==> src/rtl/dispatch_fifo.sv <==
// rtl/dispatch_fifo.sv - two-wide in-order buffer between rename/dispatch and the ALU reservation station
//
// Purpose: accepts up to two instructions per cycle from rename and presents
// the two oldest entries to the reservation station, in order.
// Optional feature macro: DISPATCH_FIFO_FLUSH_EN (adds synchronous flush port).
//
// Ports:
//   clk                     rising-edge clock
//   reset                   asynchronous active-low reset
//   valid_in_1/valid_in_2   rename lane valids (lane 1 is older)
//   instr1/instr2           rename lane payloads
//   ready_in/ready_in2      at least one / two free entries
//   valid_out_1/valid_out_2 head / head+1 entry present
//   data_out_1/data_out_2   head / head+1 payloads (combinational read)
//   ready_out_1/ready_out_2 station accepts one / two
//   count                   current occupancy
//   flush                   synchronous clear (DISPATCH_FIFO_FLUSH_EN only)

package types_pkg;
  typedef struct packed {
    logic [6:0]  opcode;
    logic [5:0]  rd_tag;
    logic [5:0]  rs1_tag;
    logic [5:0]  rs2_tag;
    logic [31:0] imm;
  } dispatch_pipeline_data;
endpackage

module dispatch_fifo
  import types_pkg::*;
#(
  parameter  int DEPTH = 8,
  localparam int AW    = $clog2(DEPTH),
  localparam int CW    = AW + 1
) (
  input  logic                  clk,
  input  logic                  reset,
  input  logic                  valid_in_1,
  input  logic                  valid_in_2,
  input  dispatch_pipeline_data instr1,
  input  dispatch_pipeline_data instr2,
  output logic                  ready_in,
  output logic                  ready_in2,
  output logic                  valid_out_1,
  output logic                  valid_out_2,
  output dispatch_pipeline_data data_out_1,
  output dispatch_pipeline_data data_out_2,
  input  logic                  ready_out_1,
  input  logic                  ready_out_2,
`ifdef DISPATCH_FIFO_FLUSH_EN
  input  logic                  flush,
`endif
  output logic [CW-1:0]         count
);

  localparam logic [CW-1:0] FULL_CNT = CW'(DEPTH);
  localparam logic [CW-1:0] NEAR_FULL_CNT = CW'(DEPTH - 2);

  dispatch_pipeline_data mem_q [DEPTH];
  dispatch_pipeline_data mem_d [DEPTH];

  logic [AW-1:0] head_q, head_d;
  logic [AW-1:0] tail_q, tail_d;
  logic [CW-1:0] count_q, count_d;

  logic [AW-1:0] head_p1, tail_p1;
  logic          flush_i;
  logic          enq1, enq2, deq1, deq2;
  logic [1:0]    num_enq, num_deq;

`ifdef DISPATCH_FIFO_FLUSH_EN
  assign flush_i = flush;
`else
  assign flush_i = 1'b0;
`endif

  // Power-of-two depth: plain AW-bit addition gives modulo-DEPTH wrap.
  assign head_p1 = head_q + AW'(1);
  assign tail_p1 = tail_q + AW'(1);

  // Space flags come from registered occupancy only, so a same-cycle
  // dequeue never makes room for an enqueue.
  assign ready_in    = (count_q < FULL_CNT);
  assign ready_in2   = (count_q <= NEAR_FULL_CNT);
  assign valid_out_1 = (count_q != '0);
  assign valid_out_2 = (count_q > CW'(1));
  assign data_out_1  = mem_q[head_q];
  assign data_out_2  = mem_q[head_p1];
  assign count       = count_q;

  always_comb begin
    enq1    = valid_in_1 && ready_in && !flush_i;
    // Lane 2 rides only behind lane 1 so the pair stays in program order.
    enq2    = enq1 && valid_in_2 && ready_in2;
    deq1    = valid_out_1 && ready_out_1 && !flush_i;
    deq2    = deq1 && valid_out_2 && ready_out_2;
    num_enq = {enq2, enq1 && !enq2};
    num_deq = {deq2, deq1 && !deq2};

    mem_d = mem_q;
    if (enq1) mem_d[tail_q]  = instr1;
    if (enq2) mem_d[tail_p1] = instr2;

    if (flush_i) begin
      head_d  = '0;
      tail_d  = '0;
      count_d = '0;
    end else begin
      head_d  = head_q + {{(AW-2){1'b0}}, num_deq};
      tail_d  = tail_q + {{(AW-2){1'b0}}, num_enq};
      count_d = count_q + {{(CW-2){1'b0}}, num_enq} - {{(CW-2){1'b0}}, num_deq};
    end
  end

  always_ff @(posedge clk or negedge reset) begin
    if (!reset) begin
      head_q  <= '0;
      tail_q  <= '0;
      count_q <= '0;
    end else begin
      head_q  <= head_d;
      tail_q  <= tail_d;
      count_q <= count_d;
    end
  end

  // Payload storage is intentionally not reset; occupancy gates its use.
  always_ff @(posedge clk) begin
    mem_q <= mem_d;
  end

endmodule

==> config.mk <==
export PLATFORM = sky130hd
export DESIGN_NAME = dispatch_fifo
export DESIGN_NICKNAME = d
export VERILOG_FILES = /design/src/rtl/dispatch_fifo.sv
export SDC_FILE = /design/constraint.sdc
export NUM_CORES = 1
export LEC_CHECK = 0
export CORE_MARGIN = 1
export CORE_UTILIZATION = 45
export CTS_CLUSTER_SIZE = 20
export DETAILED_ROUTE_END_ITERATION = 8
export PLACE_DENSITY = 0.74
export SYNTH_ARGS = -nofsm -noshare
export SYNTH_HDL_FRONTEND = slang
export SYNTH_SLANG_ARGS = --single-unit
==> constraint.sdc <==
create_clock -name clk -period 6.05 [get_ports clk]
set_clock_uncertainty 0.2 [all_clocks]
set_input_delay 0.605 -clock clk [delete_from_list [all_inputs] [get_ports clk]]
set_output_delay 0.605 -clock clk [all_outputs]
set_load 0.05 [all_outputs]
==> impl_metrics.toml <==
[global_route]
grt.met2_usage_pct = 39.9
grtUsageMet3_pct = 6.07
gr-usage-all-layers_pct = 24.8
grt_util_met1_pct = 32.9
first_global_vias = 19000
grt.busiest_layer = "met2"
grt_max_degree = 137
number_of_antenna_violations_at_the_first_check_in_global_routing = 11
global_route_wire_length_before_repair_mm = 118
globalRoute.totalOverflow = 0

[timing]
slew_violations = 0
rsz0062_at_grt = "no"
max-slew-margin-rel_pct = 15.6
hold_viol_final = 0
final-setup-viol-count = 0
timing.final.crit_share_pct = 81.6
finalCriticalPeriod_ns = 4.94
totalNegativeSetupSlack_ns = 0
achievable-frequency_mhz = 203
worstMarginPinSlew_ns = 1.26

[die]
floorplan.rows = 90
die_w_um = 250
num_io_pins = 242
die_area_um2 = 62300
core-area_um2 = 60500
initial_core_util_pct = 45.6
die_height_um = 250

[detailed_routing]
wire_length_per_cell_after_detailed_routing_um = 26.4
detailroute.via_count = 18100
ant_nets = 0
routed_via_density = 6.15
drc = 0
drt-initial-drc-count = 979
route.final.wire_length_mm = 77.7
drt_first_pass_iters = 4

[worst_hold_path]
hp-class = "primary input to asynchronous set/reset pin"

[worst_setup_path]
crit_buf_inv = 3
rr_worst_depth = 7
slowest_stage = "sky130_fd_sc_hd__clkdlybuf4s50_1"
setup.worst_path.start_class = "register"
path_delay_family = "buffers and inverters"
crit_chain = "buf_4 > buf_4 > mux4_2 > mux2_2 > clkdlybuf4s50_1"
crit_arrival_ns = 4.13
criticalPathCategory = "register to primary output"
crit_path_max_fanout = 48
setup.worst_path.end_class = "primary output"
cp_common_cell = "sky130_fd_sc_hd__buf_4"
critical_path_depth = 5
worst-endpoint-required_ns = 5.24
crit_path_max_incr_delay_ns = 0.72

[yosys]
asyncSetResetFlopFracSynth_pct = 2.15
synth_area_leaders = "sky130_fd_sc_hd__mux2_2, sky130_fd_sc_hd__dfxtp_1, sky130_fd_sc_hd__mux4_2"
yosys-top-cells-count = "sky130_fd_sc_hd__mux2_2, sky130_fd_sc_hd__dfxtp_1, sky130_fd_sc_hd__mux4_2"
yosysUniqueCellTypes = 34
ys_seq_area_share_pct = 34.0
synth_edf_count = 0
syn_nets = 2092
synth_cells = 1958
synthFlopType = "sky130_fd_sc_hd__dfxtp_1"
syn_area_per_cell_um2 = 14.1
synth_top_area_share_pct = 40.4
synthesis.area_um2 = 27600
synth-warning-count = 0
post-synth-top-count-cell = "sky130_fd_sc_hd__mux2_2"
yosys.area.top_type = "sky130_fd_sc_hd__mux2_2"
postSynthRegisterBits = 466

[final_layout]
syn_to_final_growth_pct = 16.9
post_route_cells_drive_above_1_share_pct = 62.6
design.final.nets = 2255

[place]
detailedPlacementHpwl_mm = 44.6
port_buf_inserts = 241
finalWeightedCongestion = 0.793

[cts]
postCtsSetupBuffers = 0
worst_skew_pair.late_latency_ns = 0.60
cts_tree = "done"
clk_root_buffer_cell = "sky130_fd_sc_hd__clkbuf_16"
cts_made_buffers = 54
cts_num_sinks = 466
clk_transition_reported_paths_ns = 0.06
post_cts.resized_instances = 0
cts-hold-fix-buffers = 0
ctsLongestPathBuffers = 3
h_tree_levels = 2

[flow_run]
maximum_capacitance_violations = 0

[run_status]
outcome = "finished clean"
-- cell usage in the layout, fill, tap and decap left out, types with 4 or more instances in the layout --
cell	count
sky130_fd_sc_hd__clkdlybuf4s50_1	241
sky130_fd_sc_hd__fa_1	4
sky130_fd_sc_hd__mux2_2	990
sky130_fd_sc_hd__nand2_1	6
sky130_fd_sc_hd__inv_1	14
sky130_fd_sc_hd__dfxtp_1	456
sky130_fd_sc_hd__mux4_2	228
sky130_fd_sc_hd__clkbuf_1	15
sky130_fd_sc_hd__buf_4	16
sky130_fd_sc_hd__clkinv_2	9
sky130_fd_sc_hd__mux2_1	36
sky130_fd_sc_hd__clkbuf_16	57
sky130_fd_sc_hd__clkbuf_8	11
sky130_fd_sc_hd__buf_12	12
sky130_fd_sc_hd__ha_1	9
sky130_fd_sc_hd__dfrtp_1	7
sky130_fd_sc_hd__nor2_4	8
-- cells by family (layout without fill, tap and decap cells) --
logic type	after synthesis	in the layout	share of synthesized area [%]
AND/OR/NAND/NOR	37	37	0.771
adder cells (fa/ha/maj)	14	14	0.744
buffers and inverters	176	377	3.65
other	0	1	0
flip-flops	466	466	34.0
XOR/XNOR	7	7	0.222
multiplexers	1254	1254	60.5
AO/OA/AOI/OAI	4	4	0.109
-- registers in the layout (all words and copies together), names as in the netlist --
signal	flops
mem_q	456
tail_q	3
head_q	3
count	4
-- layer usage --
metal / wire length (um) / vias up
li1: - / 7944
met1: 34000 / 9443
met2: 36600 / 535
met3: 5340 / 147
met4: 1700 / 18
met5: 117 / -
-- through the flow --
stage,hold WS [ns],instance area (um2),worst slack [ns],cells,utilization [%]
6_report,0.137,32300,1.11,2942,53.3
3_5_place_dp,0.366,30500,1.65,2847,50.5
5_1_grt,0.152,32300,0.919,2941,53.3
4_1_cts,0.113,32300,1.00,2941,53.3
3_3_place_gp,0.359,30500,1.66,2847,50.5
2_1_floorplan,0.109,27600,2.20,1958,-
-- cell type report --
class	instances	area [um2]
fillers	4865	28200
multi-input cells	1316	17300
flip-flops and latches	466	9390
repair buffers	269	2770
clock buffers	83	1630
well taps	782	978
clock inverters	11	82.6
inverters	14	52.6
diodes	1	2.50
-- path summary, 6_finish.rpt --
| path | from | to | slack, ns |
|---|---|---|---|
| max | head_q[0] | data_out_1[55] | 1.11 |
| min | reset | count[3] | 0.14 |
| max reg2reg | count[3] | mem_q[159] | 2.55 |
| min reg2reg | count[0] | count[0] | 0.38 |
| max in group asynchronous | reset | head_q[1] | 5.13 |
| min in group clk | count[0] | count[0] | 0.38 |
Power is not shown: default switching activity piles up to over one toggle a cycle in this logic, so the estimate is an artifact.
